<file path="src/rtl/memory_r2_mib_writer.sv">
// ---------------------------------------------------------------------------
// memory_r2_mib_writer
//
// Write-side controller for the r2 upper tank. It keeps a free-running copy
// of the tank circulation position (digit slot within a minor cycle, and
// minor cycle within the tank). It accepts one parallel word at a time and
// waits for the addressed minor cycle to come round. It then shifts the word
// out LSB-first on r2_mib, with the tank input gate and recirculation clear
// held high for the whole word window.
//
// Ports
//   r2_clk        digit clock, one cycle per digit period
//   r2_rst        synchronous active-high reset
//   r2_wr_req     write request, only looked at while idle
//   r2_wr_addr    minor-cycle address of the word (bit 0 ignored for long)
//   r2_wr_long    1 = 35-bit long word spanning two minor cycles
//   r2_wr_data    word to write, short words use [16:0]
//   r2_busy       high from the cycle after acceptance through the ack cycle
//   r2_wr_ack     single-cycle completion pulse
//   r2_mib        serial data into the tank
//   r2_up_t2_in   tank input gate
//   r2_up_t2_clr  tank recirculation clear
//   r2_pos_bit    current digit slot, 0..BITS_PER_MINOR-1
//   r2_pos_minor  current minor cycle, 0..MINORS_PER_TANK-1
//   r2_sync       high when the position is (0,0)
// ---------------------------------------------------------------------------
module memory_r2_mib_writer #(
    parameter int BITS_PER_MINOR  = 18,
    parameter int MINORS_PER_TANK = 32,
    parameter int SHORT_BITS      = 17,
    parameter int LONG_BITS       = 35
) (
    input  logic                 r2_clk,
    input  logic                 r2_rst,
    input  logic                 r2_wr_req,
    input  logic [4:0]           r2_wr_addr,
    input  logic                 r2_wr_long,
    input  logic [LONG_BITS-1:0] r2_wr_data,
    output logic                 r2_busy,
    output logic                 r2_wr_ack,
    output logic                 r2_mib,
    output logic                 r2_up_t2_in,
    output logic                 r2_up_t2_clr,
    output logic [4:0]           r2_pos_bit,
    output logic [4:0]           r2_pos_minor,
    output logic                 r2_sync
);

    // Two minor cycles of slots; the top slot is the long-word gap and the
    // short-word gap (slot 17) is cleared at capture, so both read as 0.
    localparam int          DATA_W     = 2 * BITS_PER_MINOR;
    localparam logic [4:0]  BIT_LAST   = 5'(BITS_PER_MINOR - 1);
    localparam logic [4:0]  MINOR_LAST = 5'(MINORS_PER_TANK - 1);
    localparam logic [5:0]  SLOT_OFS   = 6'(BITS_PER_MINOR);

    typedef enum logic [1:0] {
        ST_IDLE  = 2'd0,
        ST_WAIT  = 2'd1,
        ST_SHIFT = 2'd2,
        ST_DONE  = 2'd3
    } state_t;

    state_t              state_reg, state_next;
    logic [4:0]          pos_bit_reg, pos_bit_next;
    logic [4:0]          pos_minor_reg, pos_minor_next;
    logic [4:0]          addr_reg, addr_next;
    logic                long_reg, long_next;
    logic [DATA_W-1:0]   data_reg, data_next;
    logic                mib_reg, mib_next;
    logic                t2_in_reg, t2_in_next;
    logic                t2_clr_reg, t2_clr_next;

    logic                accept;
    logic                bit_wrap;
    logic                target_hit;
    logic                last_slot;
    logic [4:0]          capture_addr;
    logic [DATA_W-1:0]   capture_data;
    logic [5:0]          slot_next;

    // -----------------------------------------------------------------------
    // Capture path: mask the incoming word to its length so every slot past
    // the last data bit (including both gap slots) shifts out as 0.
    // -----------------------------------------------------------------------
    genvar gi;
    generate
        for (gi = 0; gi < DATA_W; gi++) begin : g_capture
            if (gi < SHORT_BITS) begin : g_short
                assign capture_data[gi] = r2_wr_data[gi];
            end else if (gi < LONG_BITS) begin : g_long
                assign capture_data[gi] = r2_wr_data[gi] & r2_wr_long;
            end else begin : g_gap
                assign capture_data[gi] = 1'b0;
            end
        end
    endgenerate

    // Long words occupy an even/odd minor-cycle pair.
    assign capture_addr = {r2_wr_addr[4:1], r2_wr_addr[0] & ~r2_wr_long};
    assign accept       = (state_reg == ST_IDLE) && r2_wr_req;

    // -----------------------------------------------------------------------
    // Position counters (free-running in every state)
    // -----------------------------------------------------------------------
    always_comb begin
        bit_wrap       = (pos_bit_reg == BIT_LAST);
        pos_bit_next   = bit_wrap ? 5'd0 : pos_bit_reg + 5'd1;
        pos_minor_next = pos_minor_reg;
        if (bit_wrap) begin
            pos_minor_next = (pos_minor_reg == MINOR_LAST) ? 5'd0
                                                           : pos_minor_reg + 5'd1;
        end
    end

    // -----------------------------------------------------------------------
    // Captured request
    // -----------------------------------------------------------------------
    always_comb begin
        addr_next = addr_reg;
        long_next = long_reg;
        data_next = data_reg;
        if (accept) begin
            addr_next = capture_addr;
            long_next = r2_wr_long;
            data_next = capture_data;
        end
    end

    // The window starts when the *next* position is (addr,0). Looking one
    // cycle ahead keeps the registered serial outputs aligned with the
    // position outputs, and naturally excludes the acceptance cycle itself
    // (acceptance at (addr,0) waits a full circulation).
    assign target_hit = (pos_bit_next == 5'd0) && (pos_minor_next == addr_next);

    // Final slot of the window: gap of the only (short) or second (long) minor.
    assign last_slot = (pos_bit_reg == BIT_LAST) &&
                       (!long_reg || (pos_minor_reg != addr_reg));

    // Slot index within the word for the next cycle.
    assign slot_next = {1'b0, pos_bit_next} +
                       ((long_next && (pos_minor_next != addr_next)) ? SLOT_OFS : 6'd0);

    // -----------------------------------------------------------------------
    // FSM: state register
    // -----------------------------------------------------------------------
    always_ff @(posedge r2_clk) begin
        if (r2_rst) begin
            state_reg <= ST_IDLE;
        end else begin
            state_reg <= state_next;
        end
    end

    // -----------------------------------------------------------------------
    // FSM: next-state logic
    // -----------------------------------------------------------------------
    always_comb begin
        state_next = state_reg;
        case (state_reg)
            ST_IDLE: begin
                if (r2_wr_req) begin
                    state_next = target_hit ? ST_SHIFT : ST_WAIT;
                end
            end
            ST_WAIT: begin
                if (target_hit) begin
                    state_next = ST_SHIFT;
                end
            end
            ST_SHIFT: begin
                if (last_slot) begin
                    state_next = ST_DONE;
                end
            end
            ST_DONE: begin
                state_next = ST_IDLE;
            end
            default: begin
                state_next = ST_IDLE;
            end
        endcase
    end

    // -----------------------------------------------------------------------
    // FSM: outputs
    // -----------------------------------------------------------------------
    always_comb begin
        r2_busy   = (state_reg != ST_IDLE);
        r2_wr_ack = (state_reg == ST_DONE);
    end

    // Serial-side values for the next cycle, registered below.
    always_comb begin
        t2_in_next  = (state_next == ST_SHIFT);
        t2_clr_next = (state_next == ST_SHIFT);
        mib_next    = (state_next == ST_SHIFT) && data_next[slot_next];
    end

    // -----------------------------------------------------------------------
    // Datapath registers
    // -----------------------------------------------------------------------
    always_ff @(posedge r2_clk) begin
        if (r2_rst) begin
            pos_bit_reg   <= 5'd0;
            pos_minor_reg <= 5'd0;
            addr_reg      <= 5'd0;
            long_reg      <= 1'b0;
            data_reg      <= '0;
            mib_reg       <= 1'b0;
            t2_in_reg     <= 1'b0;
            t2_clr_reg    <= 1'b0;
        end else begin
            pos_bit_reg   <= pos_bit_next;
            pos_minor_reg <= pos_minor_next;
            addr_reg      <= addr_next;
            long_reg      <= long_next;
            data_reg      <= data_next;
            mib_reg       <= mib_next;
            t2_in_reg     <= t2_in_next;
            t2_clr_reg    <= t2_clr_next;
        end
    end

    assign r2_mib       = mib_reg;
    assign r2_up_t2_in  = t2_in_reg;
    assign r2_up_t2_clr = t2_clr_reg;
    assign r2_pos_bit   = pos_bit_reg;
    assign r2_pos_minor = pos_minor_reg;
    assign r2_sync      = (pos_bit_reg == 5'd0) && (pos_minor_reg == 5'd0);

endmodule

</file>
<file path="config.mk">
export PLATFORM = sky130hd
export DESIGN_NAME = memory_r2_mib_writer
export DESIGN_NICKNAME = d
export VERILOG_FILES = /design/src/rtl/memory_r2_mib_writer.sv
export SDC_FILE = /design/constraint.sdc
export NUM_CORES = 1
export LEC_CHECK = 0
export BUFFER_PORTS_ARGS = -buffer_cell sky130_fd_sc_hd__buf_2
export CAP_MARGIN = 20
export CORE_MARGIN = 2
export CORE_UTILIZATION = 35
export CTS_CLUSTER_DIAMETER = 30
export DETAILED_ROUTE_END_ITERATION = 6
export GPL_TIMING_DRIVEN = 0
export PLACE_DENSITY = 0.66
export SLEW_MARGIN = 20
export SYNTH_ARGS = -nofsm -noshare
export SYNTH_HDL_FRONTEND = slang
export SYNTH_SLANG_ARGS = --single-unit
</file>
<file path="constraint.sdc">
create_clock -name r2_clk -period 6 [get_ports r2_clk]
set_input_delay 0.6 -clock r2_clk [delete_from_list [all_inputs] [get_ports r2_clk]]
set_output_delay 0.6 -clock r2_clk [all_outputs]
set_load 0.02 [all_outputs]
</file>
## Word level (Yosys, flattened, before mapping)

Cells that the tools add are included.

| storage, ports and cells | value |
|---|---|
| flip-flop bits (word level) | 56 |
| bits of input ports | 44 |
| output and inout bits | 16 |

| cells by class | value |
|---|---|
| add/subtract/negate cells | 3 |
| magnitude comparators | 1 |
| equality and inequality tests | 9 |
| muxes and demuxes | 14 |
| bitwise gates (word level) | 20 |
| reductions and logical operators | 13 |

Operators by type and width:

| kind | count |
|---|---|
| $mux 36 | 1 |
| $mux 5 | 5 |
| $and 1x1->1 | 19 |
| $logic_not 5->1 | 3 |
| $add 5x1->5 const B | 2 |
| $eq 5x5->1 const B | 2 |
| $ne 5x5->1 | 2 |
| $mux 2 | 4 |
| $pmux 2 s4 | 1 |
| $lt 6x7->1 const B | 1 |
| $add 5x5->6 | 1 |
| $bmux 1 s6 | 1 |
| $eq 2x2->1 const B | 3 |
| $logic_and 1x1->1 | 6 |
| $eq 5x5->1 | 1 |
| $eq 2x1->1 const B | 1 |
| $logic_not 2->1 | 1 |
| $mux 1 | 2 |
| $reduce_bool 2->1 | 1 |
| $logic_not 1->1 | 1 |
| $logic_or 1x1->1 | 1 |
| $not 1->1 | 1 |

## Depth between registers and ports, before layout

Gate-level depths: netlist of the first run.

| depth | value |
|---|---|
| word-level depth | 10 |
| depth in mapped cells | 19 |
| gate-level depth less buffers | 18 |

## Worst setup path after synthesis of the first run

No wires, ideal clock.

| path | value |
|---|---|
| kind | register -> register |
| start point | register pos_minor_reg[0] (netlist: r2_pos_minor[0]) |
| end point | register mib_reg (netlist: r2_mib) |
| library setup time | 0.119 ns |
| data arrival time | 4.156 ns |
| data required time | 5.881 ns |
| slack | 1.725 ns |
| cell stages (with the launch flop) | 19 |
| cells stage by stage | dfxtp_1 -> ha_1 -> and3_1 -> ha_1 -> or4_1 -> nand2_1 -> xnor2_1 -> nor4_1 -> a21oi_1 -> ha_1 -> ha_1 -> clkbuf_1 -> nor2b_1 -> o221ai_1 -> a21oi_1 -> nand3b_1 -> o31ai_1 -> a2111o_1 -> o221a_1 |

| between the ends | value |
|---|---|
| cells in the longest elaborated chain, start to end | 10 |

RTL lines:

| what | RTL line | text |
|---|---|---|
| from (decl) | 65 | `logic [4:0] pos_minor_reg, pos_minor_next;` |
| from (signal assigned) | 214 | `pos_minor_reg <= pos_minor_next;` |
| $add 5x1->5 or $eq 5x5->1 (tied branches) | 111, 110 |  |
| $mux 5 | 110 | `pos_minor_next = (pos_minor_reg == MINOR_LAST) ? 5'd0` |
| $mux 5 | 109 | `if (bit_wrap) begin` |
| $ne 5x5->1 or $eq 5x5->1 (tied branches) | 141, 133 |  |
| $logic_and 1x1->1, on equally long branches | 141, 133 |  |
| $mux 5 or $mux 2 (tied branches) | 141, 162 |  |
| $add 5x5->6 or $mux 2 (tied branches) | 140, 161 |  |
| $bmux 1 s6 or $pmux 2 s4 (tied branches) | 196, 159 |  |
| $mux 1 (implied by the code) or $eq 2x2->1 (tied branches) | 196 | `mib_next = (state_next == ST_SHIFT) && data_next[slot_next];` |
| $logic_and 1x1->1 * | 196 |  |
| to (signal assigned) | 218 | `mib_reg <= mib_next;` |
| to (decl) | 69 | `logic mib_reg, mib_next;` |

Every way passes the cells marked *; elsewhere a longest branch is shown, timed or not. The select of a mux whose other input is x is not followed.
A chain may end at the register's enable or synchronous reset.

## Worst setup path in the final report of the first run

Ends and elaborated chain as after synthesis.

==> reports/qor.yml, run 1 <==
status: "completed"
clk_latency_ns: 0.31
ctsResizeCount: 0
overflow: 0
fmax_mhz: 208
cts_buffers: 5
fillers: 912
synth-warning-count: 0
finalSetupTns_ns: 0
skew_ns: 0.00460
maxSlewHeadroom: 0.551
ir_worst_vdd_v: 0.000107
root_buffer: "clkbuf_8"
tritoncts: "yes"
rsz0062_at_grt: "false"
num_rows: 34
cp-end-kind: "flip-flop"
max-cap-violations: 0
slew_viol_final: 0
arrival_ns: 5.00
grt_usage: 0.157
avgSynthCellArea_um2: 8.78
synth_area_leaders: "dfxtp_1 36%, mux2i_1 6.7%, nand2_1 6.2%, a21oi_1 5.8%, mux4_2 4.3%"
io_pins: 60
vias_per_cell: 5.22
required_ns: 6.20
wl_per_cell_um: 14.6
r2r_slack_ns: 1.20
fin_total_pwr_uw: 820
gp_congestion: 0.869
cts_setup_buffers: 0
worst_r2r_startpoint: "r2_pos_minor[0]"
core_um2: 8680
syn_inst: 356
vias: 2769
drt_iter0_drc: 118
synth_area_um2: 3130
ys_seq_area_frac: 0.359
totalWireLength_um: 7720
htree_num_levels: 2
min_path_cells: 2
synth.most_common_cell: "dfxtp_1"
grt_max_degree: 17
clockBufferDepth: 2
synth-seq-cells: 56
setup_viol_count_final: 0
drt_pass1_iterations: 4
reg2regPathDepth: 18
port_buffers: 59
synth_edf_count: 0
antenna_left: 0
syn_to_final_growth_pct: 16.4
min_path_type: "flip-flop to flip-flop"
critPathMaxFanout: 10
fin_util: 0.419
rr_endpoint: "r2_mib"
hpwl_um: 5980
async_reset_ff_frac: 0
synth_flop_cell: "dfxtp_1"
crit_type: "flip-flop to flip-flop"
min_to: "data_reg[4]"
largest_reg_flops: 36
synth.distinct_cells: 57
clock-sinks: 56
antenna_found_initial: 0
layout_min_cycle_time_ns: 4.80
grt_pass1_vias: 2580
drive_gt1_frac: 0.220
synth_nets: 409
synth.largest_area_cell: "dfxtp_1"
synth_top_area_share: 0.359
cts_hold_buf: 0
die_area_um2: 9700
die_w_um: 98.5
finalHoldViolCount: 0
clk_pin_slew_worst_paths_ns: 0.10
die_y_um: 98.5
tightest_slew_ns: 0.671
ys_top_cells_by_count: "56 x dfxtp_1, 52 x nand2_1, 36 x a21oi_1, 34 x nor2_1, 21 x mux2i_1"
p_leak_nw: 1.54
power_density_nw_per_um2: 226
post-route-drc-count: 0
grt_pass1_wl_um: 12400
period_share: 0.800
nets: 475
start_util: 0.360
hp-start: "data_reg[4]"
antennaDiodeCount: 0
startpoint_type: "flip-flop"
==> per-stage QoR <==
step	cell area, µm²	hold WS [ns]	setup WS [ns]	std cells
after floorplan	3130	0.413	1.73	356
after global placement	3560	0.425	1.26	523
after detailed placement	3560	0.447	1.27	523
after CTS	3640	0.461	1.21	530
after global routing	3640	0.483	0.876	530
final	3640	0.459	1.20	530
==> cell families after synthesis <==
group,Yosys count,synth area share
flops,56,0.359
mux,30,0.126
xor+xnor,13,0.0364
compound gates,59,0.124
simple gates,162,0.277
fa+ha+maj,9,0.0360
buf+inv,27,0.0416
==> layout by cell type (no fill, tap or decap), drive strengths merged, types with 2 or more instances in the layout <==
cell type,count
buf,71
dfxtp,56
nand2,52
a21oi,36
nor2,35
mux2i,21
clkbuf,15
and2,13
nand3,9
xor2,9
ha,9
nor2b,8
nor4,7
mux4,7
o21ai,6
inv,5
nand2b,5
and3,5
xnor2,4
nor3b,4
nor3,3
nand3b,3
or4,3
or3,3
nand4bb,2
a31oi,2
or2,2
a311oi,2
nand4,2
mux2,2
==> how the worst max path moves through the flow <==
stage / startpoint / to / slack (ns)
finish: r2_pos_minor[0] / r2_mib / 1.20
floorplan: r2_pos_minor[0] / r2_mib / 1.73
global route: r2_pos_bit[0] / r2_mib / 0.88
CTS: r2_pos_minor[0] / r2_mib / 1.21
global placement: r2_pos_minor[0] / r2_mib / 1.26
detailed placement: r2_pos_minor[0] / r2_mib / 1.27
==> where the power goes <==
| group | leakage [nW] | switching (mW) | total, mW | internal (mW) |
|---|---|---|---|---|
| sequential | 0.457 | 0.0117 | 0.403 | 0.391 |
| combinational | 1.05 | 0.122 | 0.216 | 0.0948 |
| clock | 0.0400 | 0.122 | 0.201 | 0.0795 |
| total | 1.54 | 0.255 | 0.820 | 0.565 |
==> area by class of cell <==
cell class / count / area, µm² / share of cell area
clock inverters: 2 / 12.5 / 0.00344
multi-input cells: 273 / 1870 / 0.515
flip-flops and latches: 56 / 1120 / 0.308
plain buffers: 22 / 111 / 0.0306
inverters: 5 / 18.8 / 0.00516
repair buffers: 59 / 295 / 0.0812
well taps: 108 / 135 / 0.0372
clock buffers: 5 / 68.8 / 0.0189
==> critical path, stage by stage (launching register included) <==
cell and delay, ns:
dfxtp_1 0.40, ha_1 0.25, and3_1 0.19, ha_1 0.22, or4_1 0.51, nand2_1 0.11, xnor2_1 0.11, nor4_1 0.30
a21oi_1 0.15, ha_1 0.23, ha_1 0.28, clkbuf_1 0.35, nor2b_1 0.39, o221ai_1 0.16, a21oi_1 0.15, nand3b_1 0.14
o31ai_1 0.08, a2111o_1 0.42, o221a_1 0.27
==> routing by layer <==
layer,GRT usage,up-vias,part of all wire
met1,0.209,1315,0.45
met5,0,-,0
met4,0.0411,0,0.011
li1,-,1387,-
met2,0.266,62,0.49
met3,0.0262,5,0.049
Note: power is estimated with default switching activity, not from simulation.
==> run 2, diff against run 1 <==
- PLACE_DENSITY: 0.66 -> 0.68
- clock period: 6 -> 4.15 ns (I/O delays scaled with it)
==> run 2 against run 1 <==
Net effect: core utilization increased by 2.4 points; largest power group unchanged; design area increased by 5.7%; critical endpoint unchanged; sequential cell count unchanged; highest routed layer unchanged.
==> reports/qor.yml, run 2 (synthesis gave the netlist of run 1 again) <==
status: "completed"
cp-end-kind: "flip-flop"
largest_reg_flops: 36  # unchanged
overflow: 0  # unchanged
p_int_uw: 922  # +63%
grt_pass1_vias: 2710  # +5.0%
place_area_um2: 3560  # +0.21%
max-cap-violations: 0  # unchanged
clockBufferDepth: 2  # unchanged
postLayoutCellArea_um2: 3840  # +5.7%
vias_per_cell: 5.34  # +2.2%
slew_viol_final: 0  # unchanged
grt_max_degree: 17  # unchanged
fmax_mhz: 251  # +21%
reg2regPathDepth: 15  # -3
antenna_found_initial: 0  # unchanged
crit_type: "flip-flop to flip-flop"
r2r_slack_ns: 0.17  # -1.03 ns
required_ns: 4.36  # -1.84 ns
drt_iter0_drc: 251  # +110%
worstPathCellList: "ha_2 -> and3_4 -> ha_4 -> or4_4 -> nand2_4 -> xnor2_1 -> nor4_1 -> a21oi_1 -> ha_2 -> buf_2 -> or2_2 -> o32ai_4 -> o31ai_1 -> a2111o_1 -> o221a_1"
grt_usage: 0.168  # +0.0111
swShare: 0.300  # -0.0111
min_path_type: "primary input to flip-flop"
final_common_cell: "buf_2"
vias: 2895  # +4.6%
power_density_nw_per_um2: 343  # +52%
gp_congestion: 0.864  # -0.58%
startpoint_type: "flip-flop"
nets: 486  # +2.3%
rr_endpoint: "r2_mib"
ir_worst_vdd_v: 0.000123  # +16%
post-route-drc-count: 0  # unchanged
maxSlewHeadroom: 0.541  # -0.0107
die_y_um: 98.5  # unchanged
die_area_um2: 9700  # unchanged
drive_gt1_frac: 0.276  # +0.0561
arrival_ns: 4.20  # -0.80 ns
root_buffer: "clkbuf_8"
cts_buffers: 5  # unchanged
num_rows: 34  # unchanged
crit_path_end: "r2_mib"
layout_min_cycle_time_ns: 3.98  # -0.820 ns
critPathMaxFanout: 7  # -3
clk_latency_ns: 0.32  # about the same
antenna_left: 0  # unchanged
finalHoldViolCount: 0  # unchanged
clock-sinks: 56  # unchanged
clk_pin_slew_worst_paths_ns: 0.10  # about the same
whs_ns: 0.330  # -0.129 ns
crit_top_cell: "ha_2"
io_pins: 60  # unchanged
wl_per_cell_um: 15.3  # +4.9%
antennaDiodeCount: 0  # unchanged
period_share: 0.959  # +0.159
setup_viol_count_final: 0  # unchanged
p_leak_nw: 1.62  # +5.1%
start_util: 0.360  # unchanged
worst_r2r_startpoint: "r2_pos_minor[1]"
htree_num_levels: 2  # unchanged
core_um2: 8680  # unchanged
power.net_switching_uw: 395  # +55%
startpoint: "r2_pos_minor[1]"
totalWireLength_um: 8280  # +7.3%
tightest_slew_ns: 0.687  # +0.0160 ns
pwr-share-seq: 0.441  # -0.050
drt_pass1_iterations: 5  # +1
skew_ns: 0.00742  # +0.00282 ns
die_w_um: 98.5  # unchanged
syn_to_final_growth_pct: 23.0
hpwl_um: 5930  # -0.75%
tritoncts: "yes"
cpPeakStageDelay_ns: 0.52  # about the same
combPwrFrac: 0.284  # +0.020
mostFrequentLayoutCells: "64 x buf_2, 53 x dfxtp_1, 51 x nand2_1, 36 x a21oi_1, 34 x nor2_1"
port_buffers: 59  # unchanged
cp_slowest_cell: "or4_4"
grt_pass1_wl_um: 13400  # +7.7%
clockPowerShare: 0.275  # +0.030
run 2: how the worst min path moves through the flow:
stage	slack [ns]	depth (start not counted)	to	from
finish	0.33	3	data_reg[13]	r2_wr_data[13]
global route	0.33	3	data_reg[7]	r2_wr_data[7]
CTS	0.33	3	data_reg[10]	r2_wr_data[10]
detailed placement	0.44	2	data_reg[35]	data_reg[35]
global placement	0.42	2	data_reg[35]	data_reg[35]
floorplan	0.41	2	data_reg[35]	data_reg[35]
run 2: through the flow:
step | util | setup TNS [ns] | instances | power (mW) | setup WS (ns)
5_1_grt | 0.443 | -0.0201 | 542 | 1.38 | -0.0201
3_3_place_gp | 0.411 | -0.333 | 523 | 0.907 | -0.333
4_1_cts | 0.430 | 0 | 533 | 1.30 | 0.0199
6_report | 0.443 | 0 | 542 | 1.32 | 0.169
3_5_place_dp | 0.411 | -0.338 | 523 | 0.912 | -0.338
2_1_floorplan | - | 0 | 356 | 0.822 | 0.0183
run 2: power groups by stage:
stage / Combinational, mW / Clock [mW] / Sequential (mW)
floorplan: 0.228 / 0 / 0.594
global placement: 0.313 / 0 / 0.593
detailed placement: 0.318 / 0 / 0.594
CTS: 0.346 / 0.371 / 0.582
global route: 0.408 / 0.386 / 0.585
finish: 0.374 / 0.362 / 0.582
run 2: routing by layer:
metal  track usage  vias to the layer above  routed length [µm]
li1              -                     1406                   -
met3        0.0312                       18                 454
met1         0.228                     1377                3730
met5             0                        -                   0
met2         0.268                       94                3910
met4        0.0622                        0                 177
run 2: final cells by class:
cell class	instances	area [µm²]
Timing Repair Buffer	71	383
Clock inverter	2	35.0
Multi-Input combinational cell	273	1960
Fill cell	886	4830
Clock buffer	6	72.6
Buffer	21	114
Tap cell	108	135
Inverter	5	18.8
Sequential cell	56	1130
run 2: what timing repair did:
item	in CTS	in global routing
cloned	0	1
gates resized for setup	9	13
buffers inserted	3	8
pin swaps	4	8
setup endpoints to repair	1	1
hold buffers	0	0
run 2: worst max-delay path, delay by kind of cell, from the launching register on:
kind	cells	cell delay (ns)
xor gates and xnor gates	1	0.14
DFF	1	0.38
buffers and inverters	1	0.15
adders and majority gates	3	0.71
AOI/OAI and AO/OA	5	1.32
and+or+nand+nor	5	1.18
==> run 3, diff against run 2 <==
- MAX_ROUTING_LAYER: default -> met4
- clock period: 4.15 -> 3.62 ns (I/O delays scaled with it)
==> run 3 against run 2 <==
Net effect: hold slack got worse by 0.065 ns; critical endpoint unchanged; total power rose by 14%; fmax up 7.3%; sequential power increased by 14%; clock skew is 0.0039 ns higher; non-clock buffer count increased by 8; core utilization rose by 1.9 points; global-route usage increased by 0.92 points; the flow now finishes with violations (setup timing); first-iteration DRC count is 18% lower; largest power group unchanged.
==> reports/qor.yml, run 3 (synthesis gave the netlist of run 1 again) <==
whs_ns: 0.266  # -0.0648 ns
fillers: 831  # -6.2%
violations: "setup timing"
grt_pass1_wl_um: 13600  # +1.3%
start_util: 0.360  # unchanged
combPwrFrac: 0.307  # +0.023
wl_per_cell_um: 15.2  # -0.73%
root_buffer: "clkbuf_8"
largest_reg_flops: 36  # unchanged
core_um2: 8680  # unchanged
met1_length_um: 3770  # +0.88%
finalSetupTns_ns: -0.0895  # -0.0895 ns
cp_slowest_cell: "a2111o_1"
ir_worst_vdd_v: 0.000154  # +25%
power_density_nw_per_um2: 374  # +9.1%
clock-sinks: 56  # unchanged
htree_num_levels: 2  # unchanged
setup_viol_count_final: 1  # +1
p_int_mw: 1.02  # +10%
antenna_found_initial: 0  # unchanged
postLayoutCellArea_um2: 4010  # +4.3%
crit_buf_inv: 3  # +2
vias: 2880  # -0.52%
drive_gt1_frac: 0.324  # +0.0470
critPathTopFamily: "compound AO/OA/AOI/OAI gates"
met2_length_um: 4020  # +2.7%
final_common_cell: "buf_2"
post-route-drc-count: 0  # unchanged
fin_ws_ns: -0.0895  # -0.258 ns
routed.top_layer: "met4"
port_buffers: 59  # unchanged
max-cap-violations: 0  # unchanged
routed-wl-met3_um: 382  # -16%
required_ns: 3.85  # -0.51 ns
status: "complete, but fails checks"
cts_buffers: 5  # unchanged
power.net_switching_uw: 485  # +23%
startpoint_type: "flip-flop"
period_share: 1.02  # +0.0654
worstPathCellList: "inv_2 -> ha_4 -> and4bb_1 -> buf_4 -> nand3b_1 -> o21ai_2 -> xnor2_1 -> nor4_2 -> a21oi_2 -> ha_2 -> ha_4 -> buf_12 -> nor2b_4 -> o221ai_2 -> a21oi_1 -> nand3b_1 -> o31ai_1 -> a2111o_1 -> o221a_1"
die_w_um: 98.5  # unchanged
min_path_type: "primary input to flip-flop"
die_area_um2: 9700  # unchanged
io_pins: 60  # unchanged
fin_total_pwr_mw: 1.50  # +14%
place_area_um2: 3630  # +1.9%
rsz0062_at_grt: "true"
skew_ns: 0.0113  # +0.00386 ns
gp_congestion: 0.876  # +1.4%
tritoncts: "yes"
fmax_mhz: 270  # +7.3%
nets: 494  # +1.6%
cpPeakStageDelay_ns: 0.37  # -0.15 ns
startpoint: "r2_pos_bit[1]"
antennaDiodeCount: 0  # unchanged
syn_to_final_growth_pct: 28.3
p_leak_nw: 1.68  # +3.6%
layout_min_cycle_time_ns: 3.71  # -0.272 ns
cts_hold_buf: 0  # unchanged
pwr-share-seq: 0.444  # +0.003
slew_viol_final: 0  # unchanged
tightest_slew_ns: 0.588  # -0.0985 ns
drt_iter0_drc: 205  # -18%
mostFrequentLayoutCells: "64 x buf_2, 51 x nand2_1, 51 x dfxtp_1, 35 x a21oi_1, 34 x nor2_1"
hpwl_um: 6010  # +1.3%
grt_pass1_vias: 2865  # +5.7%
totalWireLength_um: 8340  # +0.74%
worst_r2r_startpoint: "r2_pos_bit[1]"
critPathMaxFanout: 8  # +1
r2r_slack_ns: -0.09  # -0.26 ns
grt_usage: 0.177  # +0.00918
maxSlewHeadroom: 0.607  # +0.0659
clockPowerShare: 0.249  # -0.026
drt_pass1_iterations: 4  # -1
clk_latency_ns: 0.33  # about the same
finalHoldViolCount: 0  # unchanged
antenna_left: 0  # unchanged
die_y_um: 98.5  # unchanged
cp-end-kind: "flip-flop"
crit_type: "flip-flop to flip-flop"
swShare: 0.323  # +0.0231
vias_per_cell: 5.24  # -2.0%
clockBufferDepth: 2  # unchanged
num_rows: 34  # unchanged
overflow: 0  # unchanged
grt_max_degree: 20  # +3
clk_pin_slew_worst_paths_ns: 0.12  # +0.02 ns
arrival_ns: 3.94  # -0.26 ns
hp-start: "r2_wr_data[7]"
run 3: worst register-to-register path: stages (launching register included):
cell	delay, ns
dfxtp_2	0.36
inv_2	0.08
ha_4	0.15
and4bb_1	0.19
buf_4	0.17
nand3b_1	0.11
o21ai_2	0.14
xnor2_1	0.15
nor4_2	0.32
a21oi_2	0.10
ha_2	0.21
ha_4	0.29
buf_12	0.14
nor2b_4	0.13
o221ai_2	0.10
a21oi_1	0.12
nand3b_1	0.14
o31ai_1	0.09
a2111o_1	0.37
o221a_1	0.26
run 3: worst paths after layout:
check	end	depth (start not counted)
max	r2_mib	19
min	data_reg[7]	3
max reg2reg	r2_mib	19
min reg2reg	data_reg[6]	2
run 3: area by class of cell:
type                            instances  area, µm²  share of cell area
Buffer                                 21        115              0.0287
Inverter                                5       18.8             0.00468
Timing Repair Buffer                   79        458               0.114
Tap cell                              108        135              0.0337
Clock buffer                            5       68.8              0.0172
Sequential cell                        56       1130               0.283
Clock inverter                          3       26.3             0.00655
Multi-Input combinational cell        273       2050               0.512
run 3: timing repair:
item,in CTS,in global routing
gates resized for setup,18,8
setup buffers,17,3
endpoints found under the setup margin,1,1
pin swaps,7,4
run 3: power by group through the flow:
| stage | Clock [mW] | Sequential, mW | Combinational (mW) |
|---|---|---|---|
| finish | 0.373 | 0.666 | 0.461 |
| global route | 0.408 | 0.670 | 0.500 |
| CTS | 0.377 | 0.666 | 0.443 |
| detailed placement | 0 | 0.680 | 0.380 |
| global placement | 0 | 0.679 | 0.373 |
| floorplan | 0 | 0.679 | 0.274 |
run 3: metal layers:
layer,vias to the layer above,track usage
met3,12,0.0270
met2,78,0.282
met5,-,-
li1,1422,-
met1,1368,0.222
met4,0,0.0832
run 3: metrics by stage:
step | std cells | util | setup WS (ns)
2_1_floorplan | 356 | - | 0.00301
3_3_place_gp | 523 | 0.419 | -0.335
3_5_place_dp | 523 | 0.419 | -0.377
4_1_cts | 547 | 0.455 | -0.146
5_1_grt | 550 | 0.462 | -0.313
6_report | 550 | 0.462 | -0.0895
